--- config.mk ---
export PLATFORM = sky130hd
export DESIGN_NAME = segdisplay_mux
export DESIGN_NICKNAME = d
export VERILOG_FILES = /design/src/rtl/segdisplay_mux.sv
export SDC_FILE = /design/constraint.sdc
export NUM_CORES = 1
export LEC_CHECK = 0
export CORE_AREA = 5 5 84 86
export CTS_CLUSTER_DIAMETER = 50
export DETAILED_ROUTE_END_ITERATION = 10
export DIE_AREA = 0 0 89 91
export PLACE_DENSITY = 0.86
export SYNTH_ARGS = -nofsm -noshare
export SYNTH_HDL_FRONTEND = slang
export SYNTH_SLANG_ARGS = --single-unit
--- constraint.sdc ---
create_clock -name segclk -period 2.3 [get_ports segclk]
set_input_delay 0.345 -clock segclk [delete_from_list [all_inputs] [get_ports segclk]]
set_output_delay 0.345 -clock segclk [all_outputs]
set_load 0.02 [all_outputs]
--- src/rtl/segdisplay_mux.sv ---
// ---------------------------------------------------------------------------
// segdisplay_mux
//   Time-multiplexes NUM_DIGITS hex digits onto one shared 7-segment bus.
//   Each digit is lit for DWELL scan-clock cycles, scanning from the leftmost
//   digit (NUM_DIGITS-1) down to digit 0. Display data enters through a shadow
//   buffer on a load strobe and is copied into the active buffer only on the
//   tick that drives digit 0, so a frame never mixes old and new data.
//
// Parameters
//   NUM_DIGITS  digits scanned (2..8)
//   DWELL       segclk cycles each digit stays lit (>= 1)
//   ACTIVE_LOW  1 = seg/dp/an active-low, 0 = active-high
//
// Ports
//   segclk          scan clock
//   clr_n           asynchronous active-low reset
//   load            one-cycle strobe capturing data_in/dp_in/blank_in/lz_en
//   data_in         nibble i drives digit i (digit NUM_DIGITS-1 is leftmost)
//   dp_in           decimal point enable per digit
//   blank_in        forces a digit dark
//   lz_en           leading-zero suppression enable
//   seg             segments {g,f,e,d,c,b,a}
//   dp              decimal point
//   an              digit anode enables
//   update_pending  shadow holds data not yet shown
//   frame_done      one-cycle pulse with the tick that drives digit 0
// ---------------------------------------------------------------------------
module segdisplay_mux #(
   parameter int NUM_DIGITS = 4,
   parameter int DWELL      = 1,
   parameter int ACTIVE_LOW = 1
) (
   input  logic                    segclk,
   input  logic                    clr_n,
   input  logic                    load,
   input  logic [4*NUM_DIGITS-1:0] data_in,
   input  logic [NUM_DIGITS-1:0]   dp_in,
   input  logic [NUM_DIGITS-1:0]   blank_in,
   input  logic                    lz_en,
   output logic [6:0]              seg,
   output logic                    dp,
   output logic [NUM_DIGITS-1:0]   an,
   output logic                    update_pending,
   output logic                    frame_done
);

   localparam int CNT_W = (DWELL > 1) ? $clog2(DWELL) : 1;
   localparam int PTR_W = $clog2(NUM_DIGITS);

   localparam logic [CNT_W-1:0] CNT_LAST = CNT_W'(DWELL - 1);
   localparam logic [PTR_W-1:0] PTR_TOP  = PTR_W'(NUM_DIGITS - 1);
   localparam logic             OFF      = (ACTIVE_LOW != 0) ? 1'b1 : 1'b0;
   localparam logic             ON       = ~OFF;

   // Active-low segment pattern, bits {g,f,e,d,c,b,a}.
   function automatic logic [6:0] hex_decode(input logic [3:0] nib);
      logic [6:0] pat;
      case (nib)
         4'h0:    pat = 7'b1000000;
         4'h1:    pat = 7'b1111001;
         4'h2:    pat = 7'b0100100;
         4'h3:    pat = 7'b0110000;
         4'h4:    pat = 7'b0011001;
         4'h5:    pat = 7'b0010010;
         4'h6:    pat = 7'b0000010;
         4'h7:    pat = 7'b1111000;
         4'h8:    pat = 7'b0000000;
         4'h9:    pat = 7'b0010000;
         4'hA:    pat = 7'b0001000;
         4'hB:    pat = 7'b0000011;
         4'hC:    pat = 7'b1000110;
         4'hD:    pat = 7'b0100001;
         4'hE:    pat = 7'b0000110;
         default: pat = 7'b0001110;
      endcase
      return pat;
   endfunction

   // Map the active-low pattern onto the configured pin polarity.
   function automatic logic [6:0] seg_polarity(input logic [6:0] pat);
      return (ACTIVE_LOW != 0) ? pat : ~pat;
   endfunction

   logic [CNT_W-1:0]        cnt;
   logic [PTR_W-1:0]        ptr;

   logic [4*NUM_DIGITS-1:0] sh_data;
   logic [NUM_DIGITS-1:0]   sh_dp;
   logic [NUM_DIGITS-1:0]   sh_blank;
   logic                    sh_lz;

   logic [4*NUM_DIGITS-1:0] act_data;
   logic [NUM_DIGITS-1:0]   act_dp;
   logic [NUM_DIGITS-1:0]   act_blank;
   logic                    act_lz;

   logic                    tick;
   logic                    swap;
   logic [NUM_DIGITS-1:0]   lz_mask;
   logic                    zero_run;
   logic [3:0]              cur_nib;
   logic                    cur_dp;
   logic                    cur_dark;
   logic [NUM_DIGITS-1:0]   an_sel;

   assign tick = (cnt == CNT_LAST);
   assign swap = tick && (ptr == '0);

   // Leading-zero mask: a digit is suppressed while every nibble from the
   // leftmost digit down to it is zero. Digit 0 is never in the mask.
   always_comb begin
      lz_mask  = '0;
      zero_run = act_lz;
      for (int i = NUM_DIGITS - 1; i >= 1; i--) begin
         zero_run   = zero_run && (act_data[4*i +: 4] == 4'h0);
         lz_mask[i] = zero_run;
      end
   end

   // Select the digit under the scan pointer.
   always_comb begin
      cur_nib  = 4'h0;
      cur_dp   = 1'b0;
      cur_dark = 1'b0;
      an_sel   = {NUM_DIGITS{OFF}};
      for (int i = 0; i < NUM_DIGITS; i++) begin
         if (ptr == PTR_W'(i)) begin
            cur_nib   = act_data[4*i +: 4];
            cur_dp    = act_dp[i];
            cur_dark  = act_blank[i] || lz_mask[i];
            an_sel[i] = ON;
         end
      end
   end

   // ---- scan / buffer / output register stage ----
   always_ff @(posedge segclk or negedge clr_n) begin
      if (!clr_n) begin
         cnt            <= '0;
         ptr            <= PTR_TOP;
         seg            <= {7{OFF}};
         dp             <= OFF;
         an             <= {NUM_DIGITS{OFF}};
         frame_done     <= 1'b0;
         update_pending <= 1'b0;
         sh_data        <= '0;
         sh_dp          <= '0;
         sh_blank       <= '0;
         sh_lz          <= 1'b0;
         act_data       <= '0;
         act_dp         <= '0;
         act_blank      <= '0;
         act_lz         <= 1'b0;
      end else begin
         frame_done <= 1'b0;

         if (tick) begin
            cnt <= '0;
            if (cur_dark) begin
               // Blanked slot keeps its timing but lights nothing.
               seg <= {7{OFF}};
               dp  <= OFF;
               an  <= {NUM_DIGITS{OFF}};
            end else begin
               seg <= seg_polarity(hex_decode(cur_nib));
               dp  <= cur_dp ? ON : OFF;
               an  <= an_sel;
            end
            ptr <= (ptr == '0) ? PTR_TOP : ptr - 1'b1;
         end else begin
            cnt <= cnt + 1'b1;
         end

         // Digit 0 above still used the old active data; the new frame
         // starts from the shadow contents held before this edge.
         if (swap) begin
            frame_done <= 1'b1;
            act_data   <= sh_data;
            act_dp     <= sh_dp;
            act_blank  <= sh_blank;
            act_lz     <= sh_lz;
         end

         if (load) begin
            sh_data  <= data_in;
            sh_dp    <= dp_in;
            sh_blank <= blank_in;
            sh_lz    <= lz_en;
         end

         // A load landing on the swap edge keeps the flag set for its data.
         if (load) begin
            update_pending <= 1'b1;
         end else if (swap) begin
            update_pending <= 1'b0;
         end
      end
   end

endmodule

Word-level counts from Yosys, hierarchy flattened
Memories as Yosys holds them, arrays and structs flattened.
Index checks and enable logic that the tools add are counted.
{"block": "word_totals", "regBits": 67, "romBits": 112, "output_inout_bits": 14, "mem_count": 1}
{"block": "classes", "add_sub_neg": 2, "n_eq_ne": 3, "mux": 25, "bitwise": 1, "n_reduce_logical": 12}
{"name": "(name not given)", "words": 16, "word_bits": 7, "read_ports": 1, "rd_ports_with_merged_regs": 0, "write_ports": 0, "line_no": "58", "rtl": "case (nib)"}
{"op": "2-to-1 mux 4 bit", "count": 5}
{"op": "2-to-1 mux 1 bit", "count": 18}
{"op": "zero test 4 bit", "count": 3}
{"op": "2-to-1 mux 7 bit", "count": 1}
{"op": "equality test 2 bit (second input constant)", "count": 2}
{"op": "logical AND 1 bit", "count": 4}
{"op": "logical OR 1 bit", "count": 3}
{"op": "equality test 2 x 1 -> 1 bit (second input constant)", "count": 1}
{"op": "zero test 2 bit", "count": 1}
{"op": "2-to-1 mux 2 bit", "count": 1}
{"op": "nonzero test 2 bit", "count": 1}
{"op": "subtractor 2 x 1 -> 2 bit (second input constant)", "count": 1}
{"op": "adder 1 bit (second input constant)", "count": 1}
{"op": "NOT 1 bit", "count": 1}

Logic depth before layout (Yosys ltp)
Gate-level depths: netlist (run 1).
{"block": "depth", "depth_word": 9, "mapped_depth": 11, "mapped_depth_nobuf": 10}

Worst setup path before layout (run 1)
OpenSTA, ideal clock, no wires.
{"block": "synth_timing", "kind": "reg2reg", "startpoint": "reg ptr[0]", "endpoint": "reg seg[3]", "t_arrival_ns": 2.381, "t_required_ns": 2.213, "setup_slack_ns": -0.168, "stages_incl_launch_ff": 11, "n_path_buf": 1, "period_less_slack_ns": 2.468, "path_cell_list": "dfstp_2 -> inv_1 -> ha_1 -> buf_2 -> nor3b_1 -> a221oi_1 -> inv_1 -> ha_1 -> and2_1 -> a211oi_1 -> o21ai_0"}
{"block": "synth_via", "elab_chain_len": 7}
{"element": "start: declaration", "line_no": "85", "rtl": "logic [PTR_W-1:0] ptr;"}
{"element": "start signal: assignment", "line_no": "169", "rtl": "ptr <= (ptr == '0) ? PTR_TOP : ptr - 1'b1;"}
{"element": "zero test 2 bit", "line_no": "127", "rtl": "if (ptr == PTR_W'(i)) begin"}
{"element": "2-to-1 mux 4 bit (4 in series)", "line_no": "127"}
{"element": "memory (16 x 7 bit)"}
{"element": "2-to-1 mux 7 bit *", "line_no": "159", "rtl": "if (cur_dark) begin"}
{"element": "end signal: assignment", "line_no": "141", "rtl": "seg <= {7{OFF}};"}
{"element": "end signal: assignment", "line_no": "161", "rtl": "seg <= {7{OFF}};"}
{"element": "end signal: assignment", "line_no": "165", "rtl": "seg <= seg_polarity(hex_decode(cur_nib));"}
{"element": "end: declaration", "line_no": "40", "rtl": "output logic [6:0] seg,"}
Mark *: on every way between the ends. The rest lies on a longest branch, timed or not.
A chain may end at the register's enable or synchronous reset.

Worst setup path in the final report (run 1)
{"block": "layout_timing", "startpoint": "reg ptr[1]", "endpoint": "reg seg[3]"}
Same word-level chain as after synthesis.

==> impl_metrics.py, run 1 <==
metrics = {
    "grt": {
        "antenna_found_initial": 0,
        "gr-max-usage-layer": "met2",
        "use_met3_pct": 5.16,
        "grt.overflow.total": 0,
        "grt_pass1_vias": 1915,
        "met2_usage_pct": 22.3,
        "grt_max_degree": 42,
        "track_usage_pct": 14.7,
        "grt_pass1_wl_microns": 9000,
        "use_met1_pct": 18.7,
    },
    "power": {
        "pwr_density_cell_mw_per_mm2": 747,
        "power.internal_mw": 2.11,
        "leakagePower_nw": 1.53,
        "power.total_mw": 2.78,
        "power_frac_comb_pct": 13.7,
        "peakVddDrop_mv": 0.543,
        "p_sw_mw": 0.673,
        "power_frac_clock_pct": 37.7,
        "pwr-share-seq_pct": 48.6,
        "power_switching_share_pct": 24.2,
    },
    "setup_path": {
        "critical_path.reg2reg.startpoint": "ptr[1]",
        "crit_type": "reg -> reg",
        "timing.rr.end": "seg[3]",
        "start_kind": "flop",
        "crit_start": "ptr[1]",
        "critPathMaxFanout": 8,
        "arrival_ps": 2460,
        "cp-end-kind": "flop",
        "ff2ff_path_depth": 8,
        "required_ps": 2550,
        "endpoint": "seg[3]",
        "r2r_slack_ps": 90,
    },
    "clocking": {
        "cts_max_path_buffers": 2,
        "cts_num_sinks": 66,
        "clk-insertion-delay-late_ps": 340,
        "clk_pin_slew_worst_paths_ps": 70,
        "htreeDepth": 3,
        "numCtsBuffers": 9,
        "cts_tree": "done",
        "cts_root_buf": "clkbuf_8",
    },
    "yosys": {
        "ys_ff_latch": 66,
        "netlist_area_sq_mm": 0.00291,
        "syn_area_per_cell_sq_um": 12.9,
        "synth_top_area_share_pct": 44.7,
        "yosys-top-cells-area": "dfrtp_1 45%, mux2_2 18%, dfstp_2 13%, ha_1 4.3%, nand2_1 2.5%",
        "yosysWarnings": 0,
        "syn_inst": 225,
        "ys_seq_area_share_pct": 57.4,
        "yosysTopAreaCell": "dfrtp_1",
        "synth_edf_count": 0,
        "synthArstFlopShare_pct": 100,
        "synthDistinctLibCells": 37,
        "syn_nets": 263,
        "synthFlopType": "dfrtp_1",
    },
    "timing": {
        "setup_viol": 0,
        "fmax_ghz": 0.452,
        "timing.slew.headroom_pct": 60.7,
        "period_minus_slack_ps": 2210,
        "period_share_pct": 96.1,
        "hold_viol_final": 0,
        "fin_skew_ps": 6.41,
        "slew_violations": 0,
        "whs_ps": 2.09,
        "tightest_slew_ps": 590,
        "rsz0062_at_grt": "true",
    },
    "drt": {
        "dr_total_vias": 1848,
        "drt_first_pass_iters": 4,
        "wl_microns": 5330,
        "drt_iter0_drc": 78,
        "wl_per_cell_microns": 14.9,
        "vias_per_cell": 5.16,
        "ant_nets": 0,
        "drc": 0,
    },
    "placement": {
        "port_buffers": 41,
        "gp_congestion": 0.911,
        "dp_hpwl_microns": 3860,
    },
    "floorplan": {
        "pin_count": 42,
        "rows": 29,
        "start_util_pct": 46.9,
        "dieArea_sq_mm": 0.00810,
        "die_w_microns": 89,
        "core-area_sq_mm": 0.00620,
        "fp.dieH_microns": 91,
    },
    "hold_path": {
        "min_path_type": "in -> async",
    },
    "layout": {
        "layout-drive-gt1-share_pct": 36.7,
        "antenna_cells": 0,
        "nNetsFinal": 314,
        "area_growth_syn_to_layout_pct": 27.9,
    },
    "flow_run": {
        "drv_cap": 0,
    },
    "status": {
        "status": "completed",
    },
}
==> critical path: stages (launching register included) <==
cell and delay, ps:
dfstp_2 550, inv_1 60, ha_2 200, buf_4 160, nand3b_1 240, a311o_2 490, and2_1 200, a211oi_2 140
o21ai_1 90
==> worst min-delay path by stage <==
stage	start	endpoint	slack, ps
6_report	clr_n	sh_blank[1]	2
3_5_place_dp	clr_n	sh_blank[0]	390
4_1_cts	clr_n	sh_blank[1]	9
2_1_floorplan	clr_n	act_blank[0]	50
5_1_grt	clr_n	sh_blank[0]	20
3_3_place_gp	clr_n	sh_blank[0]	370
==> state kept, by name, indices dropped and copies added (netlist names) <==
signal          flops
sh_dp               4
act_data           16
sh_blank            4
frame_done          1
update_pending      1
ptr                 2
an                  4
act_lz              1
act_blank           4
seg                 7
act_dp              4
sh_data            16
dp                  1
sh_lz               1
==> timing repair <==
| action | in CTS | in global routing |
|---|---|---|
| hold buffers | 0 | 0 |
| gates resized for setup | 0 | 13 |
| buffers inserted | 0 | 1 |
| setup endpoints to repair | 0 | 7 |
==> final cells by class <==
type	count	area [sq um]
clock buffers	9	124
clock inverters	7	92.6
fillers	481	2480
inverters	9	33.8
multi-input cells	138	1200
flip-flops and latches	66	1670
well taps	77	96.3
repair buffers	52	500
==> power by group through the flow <==
stage	Clock (mW)	Sequential, mW	Combinational, mW
2_1_floorplan	0	1.38	0.187
3_3_place_gp	0	1.37	0.357
3_5_place_dp	0	1.37	0.369
4_1_cts	1.08	1.35	0.369
5_1_grt	1.13	1.36	0.419
6_report	1.05	1.35	0.381
==> per-stage QoR <==
step	cell area [sq um]	TNS, ps	instances	worst slack [ps]	utilization (%)
2_1_floorplan	2920	0	225	42.6	-
3_3_place_gp	3440	0	341	85.0	55.5
3_5_place_dp	3440	0	341	24.4	55.5
4_1_cts	3660	0	357	0.309	59.0
5_1_grt	3720	-64.0	358	-35.1	60.0
6_report	3720	0	358	89.9	60.0
==> metal layers <==
metal	vias to the layer above	part of all wire, %
li1	897	-
met2	41	47
met3	12	6.2
met4	0	2.2
met5	-	0
met1	898	45
==> logic make-up (layout without fill, tap and decap cells) <==
| logic type | after synthesis | after routing | share of synthesized area (%) |
|---|---|---|---|
| AND/OR/NAND/NOR | 50 | 50 | 9.20 |
| adder cells (fa/ha/maj) | 10 | 10 | 4.30 |
| buffers and inverters | 21 | 77 | 3.27 |
| flip-flops | 66 | 66 | 57.4 |
| multiplexers | 48 | 48 | 18.5 |
| AO/OA/AOI/OAI | 30 | 30 | 7.35 |
==> synth_stat cells, drive strengths merged, types with 3 or more instances <==
cell and count:
ha 10, buf 9, mux2 47, nand3 4
nand3b 5, a211oi 4, nor2 8, inv 9
dfrtp 52, clkbuf 3, dfstp 14, o21ai 9
nor3b 4, nand2 19, a21oi 4
==> placed cells by master, fill, tap and decap left out, types with 5 or more instances in the layout <==
cell type         n
clkdlybuf4s50_1  40
buf_4            10
o21ai_0           5
dfrtp_1          52
inv_1             9
mux2_2           47
clkbuf_8          9
nor2_1            8
nand2_1          19
ha_1              5
dfstp_2          14
nand3b_1          5
Note: power is estimated with default switching activity, not from simulation.
==> inputs of run 2 (changes only) <==
CORE_AREA = 5 5 72 100   (was 5 5 84 86)
DIE_AREA = 0 0 77 105   (was 0 0 89 91)
GPL_ROUTABILITY_DRIVEN = 0   (was not set)
==> run 2 against run 1 <==
Wire length is 12% higher; clock power fell by 13%; final cell count rose by 1.1%; worst hold slack gained 14 ps; non-clock buffer count is 9 higher; critical path depth rose by 2; global-route usage grew 0.064 points; setup slack worse by 130 ps; sequential cell count did not move; register-to-register slack got worse by 130 ps; the run now ends with setup timing left; core utilization rose by 1.3 points.
==> impl_metrics.py, run 2 (same netlist as run 1, synthesis figures left out) <==
metrics = {
    "clocking": {
        "htreeDepth": 3,
        "cts_num_sinks": 66,
        "cts_hold_buf": 0,
        "cts_tree": "done",
        "numCtsBuffers": 9,
        "cts_max_path_buffers": 2,
        "clk-insertion-delay-late_ps": 340,
        "cts_root_buf": "clkbuf_8",
        "clk_pin_slew_worst_paths_ps": 70,
    },
    "grt": {
        "grt_pass1_vias": 2080,
        "grt_pass1_wl_microns": 9500,
        "grt.overflow.total": 0,
        "track_usage_pct": 14.7,
        "antenna_found_initial": 0,
        "grt_max_degree": 40,
    },
    "drt": {
        "dr_total_vias": 1998,
        "drt_iter0_drc": 100,
        "drt_first_pass_iters": 7,
        "top_layer": "met4",
        "ant_nets": 0,
        "wirelength_met1_microns": 2240,
        "drc": 0,
        "wl_microns": 5940,
        "met2_length_microns": 3180,
        "wl_met3_microns": 287,
        "vias_per_cell": 5.52,
        "wl_per_cell_microns": 16.4,
    },
    "setup_path": {
        "crit_start": "ptr[1]",
        "critical_path.reg2reg.startpoint": "ptr[1]",
        "start_kind": "flop",
        "cp-end-kind": "flop",
        "critPathMaxFanout": 6,
        "crit_type": "reg -> reg",
        "arrival_ps": 2560,
        "required_ps": 2510,
    },
    "timing": {
        "fmax_ghz": 0.427,
        "slew_violations": 0,
        "hold_viol_final": 0,
        "fin_skew_ps": 8.70,
        "tightest_slew_ps": 625,
        "period_minus_slack_ps": 2340,
        "rsz0062_at_grt": "true",
        "setup_viol": 2,
        "whs_ps": 16.3,
        "period_share_pct": 102,
        "setup_ws_ps": -42.5,
        "timing.slew.headroom_pct": 58.3,
    },
    "layout": {
        "layout_common_cells": "52 x dfrtp_1, 47 x mux2_2, 40 x clkdlybuf4s50_1, 19 x nand2_1, 19 x buf_4",
        "antenna_cells": 0,
        "nNetsFinal": 323,
        "area_growth_syn_to_layout_pct": 29.8,
        "fillers": 472,
        "multi_input_area_sq_mm": 0.00123,
        "fin_util_pct": 61.2,
        "largestRegisters": "act_data x16, sh_data x16, seg x7",
        "layout-drive-gt1-share_pct": 39.3,
        "seqCellArea_sq_mm": 0.00167,
        "final_area_sq_mm": 0.00378,
        "layout_commonest_cell": "dfrtp_1",
    },
    "power": {
        "power.total_mw": 2.67,
        "leakagePower_nw": 1.55,
        "pwr_density_cell_mw_per_mm2": 708,
        "peakVddDrop_mv": 0.362,
    },
    "placement": {
        "placed_area_sq_mm": 0.00345,
        "port_buffers": 41,
        "dp_hpwl_microns": 4060,
        "dp_slack_ps": 26.4,
    },
    "floorplan": {
        "core-area_sq_mm": 0.00617,
        "fp.dieH_microns": 105,
        "dieArea_sq_mm": 0.00809,
        "start_util_pct": 47.2,
        "rows": 34,
        "pin_count": 42,
        "die_w_microns": 77,
    },
    "flow_run": {
        "drv_cap": 0,
    },
    "hold_path": {
        "min_path_type": "in -> async",
    },
    "status": {
        "violations": "setup timing",
        "status": "complete, but fails checks",
    },
}
==> run 2: critical path, stage by stage, from the launching register on <==
cell and delay, ps:
dfstp_2 560, inv_1 80, ha_4 190, and3b_1 240, a21oi_2 40, a221oi_2 330, buf_4 220, buf_4 120
ha_1 170, nand3_1 120, o311ai_1 150
==> run 2: final timing paths <==
path,slack (ps),cells past startpoint,endpoint
min in group segclk,480,2,act_data[12]
hold reg to reg,480,2,act_data[12]
max in group asynchronous,1600,2,seg[0]
hold / removal,20,1,sh_data[3]
setup / recovery,-40,10,seg[2]
setup reg to reg,-40,10,seg[2]
==> run 2: cell type report <==
cell class                 instances  area share [%]
multi-input combinational        138            32.6
clock buffer                      11            3.48
inverter                           9           0.894
clock inverter                     5            1.46
timing repair buffer              61            15.0
sequential                        66            44.2
tap                               72            2.38
==> run 2: through the flow <==
step	setup TNS, ps	std cells
final	-59.7	362
after global routing	-551	362
after CTS	0	354
after detailed placement	0	337
after global placement	0	337
after floorplan	0	225
==> run 2: layer usage <==
metal  vias up  GRT usage, %
li1        925             -
met1       976          15.3
met2        77          25.6
met3        20          4.56
met4         0          9.09
met5         -             0
==> run 2: what timing repair did <==
action / 4_1_cts / 5_1_grt
setup buffers: 1 / 8
gates resized for setup: 1 / 18
setup endpoints to repair: 1 / 6
pin swaps: 1 / 5
==> run 2: power breakdown <==
group | switching, mW | internal, mW
Sequential | 0.0648 | 1.29
Clock | 0.416 | 0.497
Combinational | 0.186 | 0.223
Total | 0.666 | 2.01
==> inputs of run 3 (changes only) <==
ABC_AREA = 1   (was not set)
CORE_AREA = 5 5 70 97   (was 5 5 72 100)
DIE_AREA = 0 0 75 102   (was 0 0 77 105)
PLACE_DENSITY = 0.89   (was 0.86)
clock period = 2.5 ns   (was 2.3 ns; I/O delays follow)
==> run 3 against run 2 <==
The run now ends clean; worst hold slack better by 27 ps; wire length rose by 3.3%; sequential cell count is the same; maximum frequency is 2.8% higher; via count up 25%; critical path depth grew 2; non-clock buffer count decreased by 14; cell area decreased by 1.8%; critical endpoint is now seg[3]; highest routed layer unchanged.
==> impl_metrics.py, run 3 <==
metrics = {
    "yosys": {
        "syn_nets": 412,
        "ys_ff_latch": 66,
        "yosysWarnings": 0,
        "ys_seq_area_share_pct": 54.8,
        "yosys-top-cells-area": "dfrtp_1 43%, nand2_1 22%, dfstp_2 12%, nand3_1 4.8%, ha_1 4.1%",
        "synth.most_common_cell": "nand2_1",
        "netlist_area_sq_mm": 0.00305,
        "synthFlopType": "dfrtp_1",
        "yosysTopAreaCell": "dfrtp_1",
        "synthArstFlopShare_pct": 100,
        "ys_top_cells_by_count": "177 x nand2_1, 52 x dfrtp_1, 29 x nand3_1, 27 x inv_1, 19 x o21ai_0",
        "synthDistinctLibCells": 23,
        "synth_top_area_share_pct": 42.7,
        "syn_inst": 374,
        "synth_edf_count": 0,
        "syn_area_per_cell_sq_um": 8.15,
    },
    "placement": {
        "port_buffers": 41,
        "dp_slack_ps": 216,
        "placed_area_sq_mm": 0.00350,
        "dp_cells": 475,
        "dp_hpwl_microns": 4480,
    },
    "grt": {
        "grt_max_degree": 41,
        "grt_pass1_wl_microns": 10500,
        "grt_pass1_vias": 2482,
        "track_usage_pct": 18.1,
        "antenna_found_initial": 0,
        "grt.overflow.total": 0,
    },
    "floorplan": {
        "rows": 33,
        "core-area_sq_mm": 0.00582,
        "fp.dieH_microns": 102,
        "dieArea_sq_mm": 0.00765,
        "start_util_pct": 52.4,
        "die_w_microns": 75,
        "pin_count": 42,
    },
    "layout": {
        "layout_commonest_cell": "nand2_1",
        "layout-drive-gt1-share_pct": 11.0,
        "largestRegisters": "act_data x16, sh_data x16, seg x7",
        "multi_input_area_sq_mm": 0.00117,
        "fillers": 468,
        "fin_cells": 490,
        "seqCellArea_sq_mm": 0.00167,
        "nNetsFinal": 454,
        "antenna_cells": 0,
        "layout_common_cells": "176 x nand2_1, 52 x dfrtp_1, 40 x clkdlybuf4s50_1, 29 x nand3_1, 27 x inv_1",
        "area_growth_syn_to_layout_pct": 21.7,
        "final_area_sq_mm": 0.00371,
    },
    "setup_path": {
        "max_stage_delay_ps": 570,
        "cp_num_cells": 12,
        "cp-end-kind": "flop",
        "crit_family": "adder cells",
        "worst_path_most_repeated_cell": "nand2_1",
        "ff2ff_path_depth": 12,
        "slowest_stage": "dfstp_2",
        "required_ps": 2770,
        "crit_type": "reg -> reg",
        "crit_chain": "inv_1, ha_1, inv_1, nand2_1, a21oi_1, ha_1, nand3_1, nand2_1, nand2_1, nand2_1, inv_1, nand3_1",
        "crit_start": "ptr[0]",
        "critical_path.reg2reg.startpoint": "ptr[0]",
        "cp_num_buf_inv": 3,
        "critPathMaxFanout": 12,
        "arrival_ps": 2550,
        "start_kind": "flop",
    },
    "timing": {
        "tightest_slew_ps": 667,
        "period_minus_slack_ps": 2280,
        "hold_viol_final": 0,
        "fmax_ghz": 0.439,
        "setup_ws_ps": 221,
        "timing.setup.tns_ps": 0,
        "slew_violations": 0,
        "fin_skew_ps": 8.85,
        "timing.slew.headroom_pct": 55.3,
        "period_share_pct": 91.2,
        "setup_viol": 0,
        "rsz0062_at_grt": "false",
    },
    "power": {
        "peakVddDrop_mv": 0.417,
        "pwr_density_cell_mw_per_mm2": 667,
        "power.internal_mw": 1.87,
        "p_sw_mw": 0.604,
        "power_frac_comb_pct": 13.2,
        "leakagePower_nw": 1.88,
        "pwr-share-seq_pct": 49.4,
        "power.total_mw": 2.48,
        "power_switching_share_pct": 24.4,
        "power_frac_clock_pct": 37.4,
    },
    "drt": {
        "dr_total_vias": 2503,
        "drt_first_pass_iters": 5,
        "ant_nets": 0,
        "vias_per_cell": 5.11,
        "drc": 0,
        "wl_microns": 6140,
        "drt_iter0_drc": 145,
        "wl_per_cell_microns": 12.5,
    },
    "clocking": {
        "clk_pin_slew_worst_paths_ps": 70,
        "cts_hold_buf": 0,
        "cts_setup_buffers": 0,
        "cts_max_path_buffers": 2,
        "numCtsBuffers": 9,
        "cts_resized": 0,
        "clk-insertion-delay-late_ps": 340,
        "cts_root_buf": "clkbuf_8",
        "cts_num_sinks": 66,
        "htreeDepth": 3,
        "cts_tree": "done",
    },
    "hold_path": {
        "min_path_type": "in -> async",
    },
    "status": {
        "status": "completed",
    },
    "flow_run": {
        "drv_cap": 0,
    },
}
## run 3: path summary, 6_finish.rpt
path | end | slack [ps]
worst max register to register | seg[3] | 220
worst min register to register | sh_blank[1] | 470
min in group segclk | sh_blank[1] | 470
max in group asynchronous | an[3] | 1670
worst min-delay path | act_dp[1] | 40
worst max-delay path | seg[3] | 220
## run 3: cell families after synthesis
| group | Yosys count | share of synthesized area (%) |
|---|---|---|
| simple gates | 221 | 29.4 |
| fa+ha+maj | 10 | 4.11 |
| flops | 66 | 54.8 |
| buf+inv | 48 | 6.86 |
| compound gates | 29 | 4.84 |
## run 3: per-layer routing
layer,vias to the layer above,part of all wire [%],global-route usage (%)
met1,1159,39,20.1
met2,80,51,30.5
li1,1233,-,-
met3,31,4.9,2.85
met4,0,5.1,13.2
met5,-,0,0
## run 3: per-stage QoR
stage / hold WS [ps] / util [%]
after detailed placement: 424 / 60.2
after global placement: 422 / 60.2
final: 43.4 / 63.7
after floorplan: 79.4 / -
after global routing: 111 / 63.7
after CTS: 58.5 / 63.6
## run 3: area by class of cell
cell class | instances | area share (%)
clock buffers | 12 | 3.64
clock inverters | 3 | 1.75
inverters | 32 | 3.44
multi-input cells | 260 | 31.7
flip-flops and latches | 66 | 45.0
well taps | 70 | 2.36
repair buffers | 47 | 12.1
## run 3: worst reg2reg max path: stages (launching register included)
cell,delay (ps)
dfstp_2,570
inv_1,70
ha_1,340
inv_1,170
nand2_1,90
a21oi_1,300
ha_1,230
nand3_1,140
nand2_1,110
nand2_1,50
nand2_1,50
inv_1,30
nand3_1,60
## run 3: power by group through the flow
stage	Clock, mW	Combinational (mW)	Sequential [mW]
floorplan	0	0.157	1.26
global route	0.986	0.372	1.23
detailed placement	0	0.327	1.24
global placement	0	0.314	1.24
finish	0.927	0.327	1.22
CTS	0.941	0.330	1.22
